[src/rtl/ad2dma_stream_arbiter.sv]
// ad2dma_stream_arbiter
// Shares one DMA-bound AXI-Stream master between two ADC sample streams.
// Whole packets of cfg_pkt_len beats are granted round-robin. Each beat is
// tagged with its source channel, and m_tlast marks the final beat. A
// per-packet stall watchdog reports which channel is stuck and why.
//
// Ports:
//   clock, reset            sole clock; asynchronous active-high reset
//   cfg_enable              allow new packet grants
//   cfg_pkt_len             beats per packet (0 behaves as 1)
//   cfg_timeout             stall-cycle limit (0 disables the watchdog)
//   s0_*, s1_*              channel AXI-Stream slaves (tdata/tvalid/tready)
//   m_*                     DMA AXI-Stream master (tdata/tvalid/tready/tlast/tuser)
//   busy                    a packet is in progress
//   pkt_count               completed packets, wraps modulo 2^32
//   block, block_info       watchdog trip flag and cause
//                           ([1:0] ch0, [3:2] ch1; bit0 starve, bit1 backpressure)
module ad2dma_stream_arbiter #(
    parameter int DATA_W = 32,
    parameter int LEN_W  = 16,
    parameter int TMO_W  = 16
) (
    input  logic              clock,
    input  logic              reset,
    input  logic              cfg_enable,
    input  logic [LEN_W-1:0]  cfg_pkt_len,
    input  logic [TMO_W-1:0]  cfg_timeout,
    input  logic [DATA_W-1:0] s0_tdata,
    input  logic              s0_tvalid,
    output logic              s0_tready,
    input  logic [DATA_W-1:0] s1_tdata,
    input  logic              s1_tvalid,
    output logic              s1_tready,
    output logic [DATA_W-1:0] m_tdata,
    output logic              m_tvalid,
    input  logic              m_tready,
    output logic              m_tlast,
    output logic              m_tuser,
    output logic              busy,
    output logic [31:0]       pkt_count,
    output logic              block,
    output logic [3:0]        block_info
);

    typedef enum logic [0:0] {
        ST_IDLE  = 1'b0,
        ST_BURST = 1'b1
    } state_t;

    localparam logic [LEN_W-1:0] LEN_ONE = {{(LEN_W-1){1'b0}}, 1'b1};
    localparam logic [TMO_W-1:0] TMO_ZERO = {TMO_W{1'b0}};

    state_t             state_r;
    state_t             state_next_s;
    logic               sel_r;
    logic               last_grant_r;
    logic [LEN_W-1:0]   len_q_r;
    logic [LEN_W-1:0]   beat_cnt_r;
    logic [TMO_W-1:0]   stall_cnt_r;
    logic [TMO_W:0]     stall_inc_s;
    logic [31:0]        pkt_count_r;
    logic               block_r;
    logic [3:0]         block_info_r;
    logic               grant_s;
    logic               grant_ch_s;
    logic               sel_valid_s;
    logic               last_beat_s;
    logic               accept_s;
    logic [3:0]         trip_info_s;

    // Two-bit stall cause for one channel: {downstream backpressure, upstream starve}.
    function automatic logic [1:0] stall_code(input logic ready, input logic valid);
        return {~ready, ~valid};
    endfunction

    // Next-state logic and round-robin channel selection.
    always_comb begin
        state_next_s = state_r;
        grant_s      = 1'b0;
        grant_ch_s   = 1'b0;
        case (state_r)
            ST_IDLE: begin
                if (cfg_enable && (s0_tvalid || s1_tvalid)) begin
                    grant_s      = 1'b1;
                    state_next_s = ST_BURST;
                    if (s0_tvalid && s1_tvalid) begin
                        grant_ch_s = ~last_grant_r;
                    end else begin
                        grant_ch_s = s1_tvalid;
                    end
                end else begin
                    state_next_s = ST_IDLE;
                end
            end
            ST_BURST: begin
                if (accept_s && last_beat_s) begin
                    state_next_s = ST_IDLE;
                end else begin
                    state_next_s = ST_BURST;
                end
            end
            default: begin
                state_next_s = ST_IDLE;
            end
        endcase
    end

    // Zero-latency pass-through of the selected channel while a packet is open.
    always_comb begin
        m_tdata     = {DATA_W{1'b0}};
        m_tvalid    = 1'b0;
        m_tlast     = 1'b0;
        m_tuser     = 1'b0;
        s0_tready   = 1'b0;
        s1_tready   = 1'b0;
        sel_valid_s = sel_r ? s1_tvalid : s0_tvalid;
        last_beat_s = (beat_cnt_r == (len_q_r - LEN_ONE));
        accept_s    = 1'b0;
        trip_info_s = sel_r ? {stall_code(m_tready, s1_tvalid), 2'b00}
                            : {2'b00, stall_code(m_tready, s0_tvalid)};
        if (state_r == ST_BURST) begin
            m_tdata   = sel_r ? s1_tdata : s0_tdata;
            m_tvalid  = sel_valid_s;
            m_tlast   = last_beat_s;
            m_tuser   = sel_r;
            s0_tready = ~sel_r & m_tready;
            s1_tready = sel_r & m_tready;
            accept_s  = sel_valid_s & m_tready;
        end else begin
            accept_s  = 1'b0;
        end
    end

    // State register, packet latch, beat counter and packet counter.
    always_ff @(posedge clock or posedge reset) begin
        if (reset) begin
            state_r      <= ST_IDLE;
            sel_r        <= 1'b0;
            last_grant_r <= 1'b1;
            len_q_r      <= LEN_ONE;
            beat_cnt_r   <= {LEN_W{1'b0}};
            pkt_count_r  <= 32'd0;
        end else begin
            state_r <= state_next_s;
            if (grant_s) begin
                sel_r      <= grant_ch_s;
                len_q_r    <= (cfg_pkt_len == {LEN_W{1'b0}}) ? LEN_ONE : cfg_pkt_len;
                beat_cnt_r <= {LEN_W{1'b0}};
            end else if (accept_s) begin
                beat_cnt_r <= beat_cnt_r + LEN_ONE;
                if (last_beat_s) begin
                    last_grant_r <= sel_r;
                    pkt_count_r  <= pkt_count_r + 32'd1;
                end
            end
        end
    end

    assign stall_inc_s = {1'b0, stall_cnt_r} + {{TMO_W{1'b0}}, 1'b1};

    // Stall watchdog: counts non-accepting BURST cycles, trips once at the limit
    // and holds its report until the next accept. An accept always wins.
    always_ff @(posedge clock or posedge reset) begin
        if (reset) begin
            stall_cnt_r  <= TMO_ZERO;
            block_r      <= 1'b0;
            block_info_r <= 4'b0000;
        end else if (grant_s || accept_s) begin
            stall_cnt_r  <= TMO_ZERO;
            block_r      <= 1'b0;
            block_info_r <= 4'b0000;
        end else if ((state_r == ST_BURST) && (cfg_timeout != TMO_ZERO)) begin
            if (stall_cnt_r >= cfg_timeout) begin
                // Limit lowered below the running count: saturate and trip if not yet.
                stall_cnt_r <= cfg_timeout;
                if (!block_r) begin
                    block_r      <= 1'b1;
                    block_info_r <= trip_info_s;
                end
            end else begin
                stall_cnt_r <= stall_inc_s[TMO_W-1:0];
                if (stall_inc_s == {1'b0, cfg_timeout}) begin
                    block_r      <= 1'b1;
                    block_info_r <= trip_info_s;
                end
            end
        end
    end

    assign busy       = (state_r == ST_BURST);
    assign pkt_count  = pkt_count_r;
    assign block      = block_r;
    assign block_info = block_info_r;

endmodule

[config.mk]
export PLATFORM = sky130hd
export DESIGN_NAME = ad2dma_stream_arbiter
export DESIGN_NICKNAME = d
export VERILOG_FILES = /design/src/rtl/ad2dma_stream_arbiter.sv
export SDC_FILE = /design/constraint.sdc
export NUM_CORES = 1
export LEC_CHECK = 0
export CORE_ASPECT_RATIO = 1.25
export CORE_MARGIN = 5
export CORE_UTILIZATION = 40
export CTS_CLUSTER_DIAMETER = 200
export DETAILED_ROUTE_END_ITERATION = 8
export PLACE_DENSITY = 0.68
export SLEW_MARGIN = 10
export SYNTH_ARGS = -nofsm -noshare
export SYNTH_HDL_FRONTEND = slang
export SYNTH_SLANG_ARGS = --single-unit
[constraint.sdc]
create_clock -name clock -period 4.89 [get_ports clock]
set_clock_uncertainty 0.1 [all_clocks]
set_input_delay 0.7335 -clock clock [delete_from_list [all_inputs] [get_ports clock]]
set_output_delay 0.7335 -clock clock [all_outputs]
set_load 0.01 [all_outputs]
==> results of run 1 <==
## worst max-delay path, delay by kind of cell, from the launching register on
kind	cells	cell delay, ns
buffers and inverters	2	0.45
adders and majority gates	1	0.31
xor gates and xnor gates	1	0.18
DFF	1	0.43
AOI/OAI and AO/OA	3	0.76
and+or+nand+nor	4	2.19
## registers in the layout, indices dropped and copies added (netlist names)
| name | cells |
|---|---|
| pkt_count | 32 |
| beat_cnt_r | 16 |
| len_q_r | 16 |
| stall_cnt_r | 16 |
| block_info | 4 |
| block | 1 |
| busy | 1 |
| last_grant_r | 1 |
| sel_r | 1 |
## synthesized netlist by cell type, drive strengths merged, types with 4 or more instances
cell	instances
nand3	31
a21oi	27
nor2	82
inv	31
clkbuf	26
and3	12
or2	5
buf	13
a211oi	6
nor2b	7
ha	20
and2	5
xor2	46
nor3	32
or3	7
nor3b	6
o21ai	59
nand2	78
nand2b	4
dfrtp	86
mux2i	43
xnor2	31
nand4	22
or4	7
nor4	29
## worst paths after layout
check / to / slack, ns / cells past startpoint / start
worst max-delay path: pkt_count[31]$_DFFE_PP0P_ / 0.41 / 11 / len_q_r[1]$_DFFE_PP0P_
worst min-delay path: pkt_count[31]$_DFFE_PP0P_ / 0.38 / 1 / pkt_count[31]$_DFFE_PP0P_
worst max register to register: pkt_count[31]$_DFFE_PP0P_ / 0.41 / 11 / len_q_r[1]$_DFFE_PP0P_
worst min register to register: pkt_count[31]$_DFFE_PP0P_ / 0.38 / 1 / pkt_count[31]$_DFFE_PP0P_
max in group asynchronous: sel_r$_DFFE_PP0P_ / 3.16 / 3 / reset
min in group asynchronous: stall_cnt_r[11]$_DFFE_PP0P_ / 0.59 / 2 / reset
## power by group through the flow
stage | sequential, mW | combinational (mW) | clock (mW)
6_report | 1.01 | 0.977 | 0.702
5_1_grt | 1.04 | 1.08 | 0.748
4_1_cts | 1.01 | 0.983 | 0.718
3_5_place_dp | 1.02 | 0.977 | 0
3_3_place_gp | 1.02 | 0.967 | 0
2_1_floorplan | 0.953 | 0.641 | 0
## cell usage in the layout, fill, tap and decap left out, drive strengths merged, types with 9 or more instances in the layout
master	n
nand2	78
nor3	32
nand4	22
and3	12
clkdlybuf4s50	176
ha	20
dfrtp	86
a21oi	27
nor4	29
nand3	31
o21ai	59
buf	9
inv	36
clkbuf	9
xnor2	31
mux2i	43
nor2	82
xor2	46
## final cells by class
| cell class | count | area (um2) |
|---|---|---|
| fillers | 1458 | 7040 |
| multi-input cells | 600 | 3880 |
| flip-flops and latches | 88 | 2210 |
| repair buffers | 185 | 1830 |
| well taps | 212 | 265 |
| clock buffers | 9 | 225 |
| inverters | 31 | 118 |
| clock inverters | 7 | 70.1 |
## logic make-up after synthesis
| family | count (synthesis) | share of synthesized area |
|---|---|---|
| XOR/XNOR | 77 | 0.106 |
| flip-flops | 88 | 0.347 |
| buffers and inverters | 70 | 0.0451 |
| AND/OR/NAND/NOR | 339 | 0.281 |
| adder cells (fa/ha/maj) | 20 | 0.0394 |
| AO/OA/AOI/OAI | 118 | 0.108 |
| multiplexers | 46 | 0.0730 |
## layer usage
layer | track usage | part of all wire | vias up
met5 | 0 | 0 | -
met4 | 0.106 | 0.036 | 0
met3 | 0.0359 | 0.040 | 48
met2 | 0.345 | 0.52 | 160
met1 | 0.254 | 0.40 | 2863
li1 | - | - | 3009
## metrics by stage
step | instance area, um2 | std cells | utilization | power [mW] | setup WS (ns)
after global routing | 8590 | 1132 | 0.550 | 2.87 | 0.131
final | 8590 | 1132 | 0.550 | 2.69 | 0.407
after CTS | 8590 | 1132 | 0.550 | 2.71 | 0.404
after detailed placement | 8300 | 1116 | 0.531 | 2.00 | 0.424
after floorplan | 6360 | 758 | - | 1.59 | 1.13
after global placement | 8300 | 1116 | 0.531 | 1.99 | 0.532
==> impl_results.md, run 1 <==
- Status: finished clean
- DR vias: 6080
- Post-synth EDFFs: 0
- Final #Nets: between 1000 and 1500
- 1st-iter DRT viols: about 230
- Max Cap Viol: 0
- Slew headroom: 0.411
- RSZ-0062 raised after global routing: no
- CP dominant cell by count: or4_1
- Crit path arrival time: about 4.7 ns
- Most used DFF post-synth: dfrtp_1
- Clock root buffer master: clkbuf_16
- GR Util All Layers: 0.207
- Total wire length: around 19000 um
- Seq pwr share: 0.376
- PostCTS Resize Cnt: 0
- Largest stage delay on the critical path: 0.78 ns
- Final setup vio count: 0
- Gate power share: 0.363
- Max Fclk: 223 MHz
- CP Launch Type: flip-flop
- Period utilisation layout: 0.917
- Boundary Pins: ~180
- Total global routing overflow: 0
- VDD IR max: about 0.25 mV
- Power Dens Cells: 313 nW/um2
- Area share of the leading cell type in the synthesized netlist: 0.339
- Switching share of total power: 0.373
- Number of setup buffers added after CTS: 0
- First-pass GRT wire length: 30600 um
- Synth area leader: dfrtp_1
- Antenna cells: 0
- Clk pin slew, worst setup/hold paths: 0.08 ns
- Die Y: 151 um
- Share of cells above drive strength 1: 0.0598
- Top post-synthesis cells by area: dfrtp_1 (34%), mux2i_1 (6.8%), xor2_1 (6.3%)
- Core Rows: 51
- Synth Register Bits: 88
- Cts hold-fix bufs: 0
- Detail Route Antenna Nets: 0
- Total die area: 18500 um2
- Post-synth ARST share: 1.00
- Crit path cell chain: inv_1 -> ha_1 -> or4b_4 -> o32ai_1 -> o41ai_1 -> or4_1 -> a2111o_1 -> or4_1 -> buf_4 -> nor4_2 -> xor2_1
- Longest Clk Path Bufs: 2
- Critical Path Sink Type: flip-flop
- # DRC: 0
- Chip width: 123 um
- DR pass1 iterations: 4
- RD Place Congestion: 0.912
- Starting Density: 0.407
- # port buffers: about 180
- Worst endpoint required time: 5.07 ns
- Cells after Synth: 758
- Synth unique cells: 64
- TritonCTS buffer count: 9
- Seq/Total Area, Yosys: 0.347
- CTS H-tree depth: 3
- Final Hold Vio Count: 0
- Avg WL per Cell: 17.0 um
- Synth-to-Final Area Change: 35.1%
- Largest net degree at the start of global routing: 44
- Min cycle time layout: 4.48 ns
- Vias per std cell: 5.37
- Syn Area/Cell: 8.39 um2
- CTS tree: yes
- Synthesis Warnings: 0
- Critical Setup Path Class: flip-flop to flip-flop
- Cell internal pwr: around 1.7 mW
- Syn Nets: just under 900
- Clk Latency, worst-skew pair: 0.36 ns
- Leakage power: 3.76 nW
- CTS sink count: 88
- Post-DP HPWL: 14600 um
- Worst Hold Slack: 0.383 ns
- Total negative slack: 0 ns
- Synth Cell Area: 6360 um2
- Slowest library cell on the worst path: or4_1
- Pins over their slew limit: 0
- Initial antenna violation count: 0
- Worst Hold Class: flip-flop to flip-flop
- CORE AREA: 15600 um2
- Clock share of power: 0.261
- Crit path max fanout: 19
- Sw Pwr: around 1.0 mW
- Vias in the first global route: slightly below 6000
- Worst-Margin Slew: 0.882 ns
(Power assumes the default switching activity.)
==> run 2: changes to the inputs <==
Settings changed: PLACE_DENSITY 0.68 to 0.7.
Clock period 4.89 ns to 3.9 ns, I/O delays scaled along.
==> run 2 against run 1 <==
  * Critical path depth fell by 1
  * Cell count rose by 1.9%
  * Clock-buffer cell count did not move
  * Critical path type is now flip-flop to output pin
==> impl_results.md, run 2 (synthesis gave the netlist of run 1 again) <==
- Final #Nets: 1058 (was 1037)
- Antenna cells: 0 (unchanged)
- Avg WL per Cell: 16.3 um (was 17.0 um)
- Total negative slack: 0 ns (unchanged)
- Crit path cell chain: inv_1 -> ha_1 -> or4b_4 -> or3_4 -> or4_1 -> a21o_1 -> nand4_1 -> nor4_2 -> and3_1 -> clkdlybuf4s15_1 (was inv_1 -> ha_1 -> or4b_4 -> o32ai_1 -> o41ai_1 -> or4_1 -> a2111o_1 -> or4_1 -> buf_4 -> nor4_2 -> xor2_1)
- Critical Path Sink Type: output pin (was flip-flop)
- RD Place Congestion: 0.855 (was 0.912)
- Slew headroom: 0.553 (was 0.411)
- Crit path arrival time: 3.12 ns (was 4.67 ns)
- # port buffers: 176 (unchanged)
- Largest stage delay on the critical path: 0.51 ns (was 0.78 ns)
- Met3 WL: 936 um (was 774 um)
- Core Rows: 51 (unchanged)
- Final Hold Vio Count: 0 (unchanged)
- Reg2reg end: pkt_count[16]$_DFFE_PP0P_ (was pkt_count[31]$_DFFE_PP0P_)
- Period utilisation layout: 0.975
- Hold Crit Endpoint: pkt_count[31]$_DFFE_PP0P_ (unchanged)
- GR Util All Layers: 0.200 (was 0.207)
- R2R Setup Slk: 0.15 ns (was 0.41 ns)
- CTS H-tree depth: 3 (unchanged)
- Largest net degree at the start of global routing: 89 (was 44)
- Max Fclk: 263 MHz
- Critical Setup Path Class: flip-flop to output pin (was flip-flop to flip-flop)
- Total die area: 18500 um2 (unchanged)
- HP Start: pkt_count[31]$_DFFE_PP0P_ (unchanged)
- Pins over their slew limit: 0 (unchanged)
- Worst endpoint required time: 3.21 ns (was 5.07 ns)
- Max Cap Viol: 0 (unchanged)
- Path depth of the worst reg2reg path: 11 (unchanged)
- First-pass GRT wire length: 29800 um (was 30600 um)
- Starting Density: 0.407 (unchanged)
- Commonest non-fill, non-tap cell in the layout: clkdlybuf4s50_1 (unchanged)
- Most frequent cells in the layout: clkdlybuf4s50_1 (175), dfrtp_1 (85), nor2_1 (81), nand2_1 (78), o21ai_0 (57) (was clkdlybuf4s50_1 (176), dfrtp_1 (85), nor2_1 (81), nand2_1 (78), o21ai_0 (58))
- Util after Layout: 0.565 (was 0.550)
- Leakage power: 3.90 nW (was 3.76 nW)
- Min cycle time layout: 3.80 ns
- 1st-iter DRT viols: 234 (was 233)
- Clock root buffer master: clkbuf_16 (unchanged)
- Worst Hold Depth: 1 (unchanged)
- Worst Hold Class: flip-flop to flip-flop (unchanged)
- Longest Clk Path Bufs: 2 (unchanged)
- Critical R2R Launch: len_q_r[1]$_DFFE_PP0P_ (unchanged)
- DR WL met2: 9830 um (was 9980 um)
- CP Launch Type: flip-flop (unchanged)
- TritonCTS buffer count: 9 (unchanged)
- Vias in the first global route: 5948 (was 5900)
- # DRC: 0 (unchanged)
- Pre-CTS setup slack: 0.0806 ns (was 0.424 ns)
- CTS tree: yes (unchanged)
- Cts hold-fix bufs: 0 (unchanged)
- Largest register FFs: 32 (unchanged)
- CTS sink count: 88 (unchanged)
- Crit path max fanout: 5 (was 19)
- Detail Route Antenna Nets: 0 (unchanged)
- Synth-to-Final Area Change: 38.9% (was 35.1%)
- Worst-Margin Slew: 0.671 ns (was 0.882 ns)
- CP delay by family, top: simple AND/OR/NAND/NOR gates (unchanged)
- Slowest library cell on the worst path: or4b_4 (was or4_1)
- Vias per std cell: 5.34 (was 5.37)
- CP Buf/Inv Count: 2 (unchanged)
- Clk pin slew, worst setup/hold paths: 0.08 ns (about the same)
- Initial antenna violation count: 0 (unchanged)
- Share of cells above drive strength 1: 0.0871 (was 0.0598)
- Total wire length: 18700 um (was 19200 um)
- DR vias: 6161 (was 6080)
- Clk Latency, worst-skew pair: 0.35 ns (was 0.36 ns)
- Boundary Pins: 177 (unchanged)
- Top Metal Used: met4 (unchanged)
- Chip width: 123 um (unchanged)
- CORE AREA: 15600 um2 (unchanged)
- Die Y: 151 um (unchanged)
- Met1 Wirelength: 7500 um (was 7790 um)
- Status: finished clean (unchanged)
- Power Dens Cells: 388 nW/um2 (was 313 nW/um2)
- Worst Hold Slack: 0.383 ns (about the same)
- VDD IR max: 0.250 mV (was 0.246 mV)
- Final setup vio count: 0 (unchanged)
- DR pass1 iterations: 6 (was 4)
- Setup WS post-layout: 0.0961 ns (was 0.407 ns)
- Total global routing overflow: 0 (unchanged)
- Post-DP HPWL: 14300 um (was 14600 um)
## run 2: area by class of cell
class | count | area [um2]
fill | 1453 | 6810
multi-input combinational | 600 | 3920
sequential | 88 | 2210
timing repair buffer | 206 | 2020
tap | 212 | 265
clock buffer | 9 | 225
inverter | 31 | 118
clock inverter | 7 | 72.6
## run 2: worst max-delay path by stage
stage,from,endpoint,slack (ns),cells past startpoint
after floorplan,len_q_r[1]$_DFFE_PP0P_,pkt_count[1]$_DFFE_PP0P_,0.14,12
after global placement,len_q_r[0]$_DFFE_PP1P_,pkt_count[16]$_DFFE_PP0P_,0.13,11
after detailed placement,len_q_r[1]$_DFFE_PP0P_,pkt_count[16]$_DFFE_PP0P_,0.08,11
after CTS,len_q_r[1]$_DFFE_PP0P_,pkt_count[16]$_DFFE_PP0P_,0.05,11
after global routing,len_q_r[1]$_DFFE_PP0P_,m_tlast,-0.002,10
final,len_q_r[1]$_DFFE_PP0P_,m_tlast,0.1,10
## run 2: where the power goes
group	leakage, nW	switching [mW]	total (mW)	internal (mW)
registers	1.17	0.220	1.26	1.04
logic	2.59	0.632	1.30	0.669
clock network	0.143	0.412	0.864	0.452
total	3.90	1.26	3.43	2.16
## run 2: through the flow
step / instance area, um2 / cells / total power, mW
floorplan: 6360 / 758 / 2.00
global placement: 8470 / 1136 / 2.55
detailed placement: 8470 / 1136 / 2.56
CTS: 8770 / 1152 / 3.44
global route: 8830 / 1153 / 3.65
finish: 8830 / 1153 / 3.43
## run 2: repair_timing
item	4_1_cts	5_1_grt
setup endpoints to repair	1	29
gates resized for setup	2	11
buffers inserted	0	1
pin swaps	1	2
gates cloned	0	0
## run 2: routing by layer
layer  GRT usage  vias to the layer above
li1            -                     3053
met4      0.0672                        0
met3      0.0478                       29
met5           0                        -
met1       0.239                     2912
met2       0.348                      167
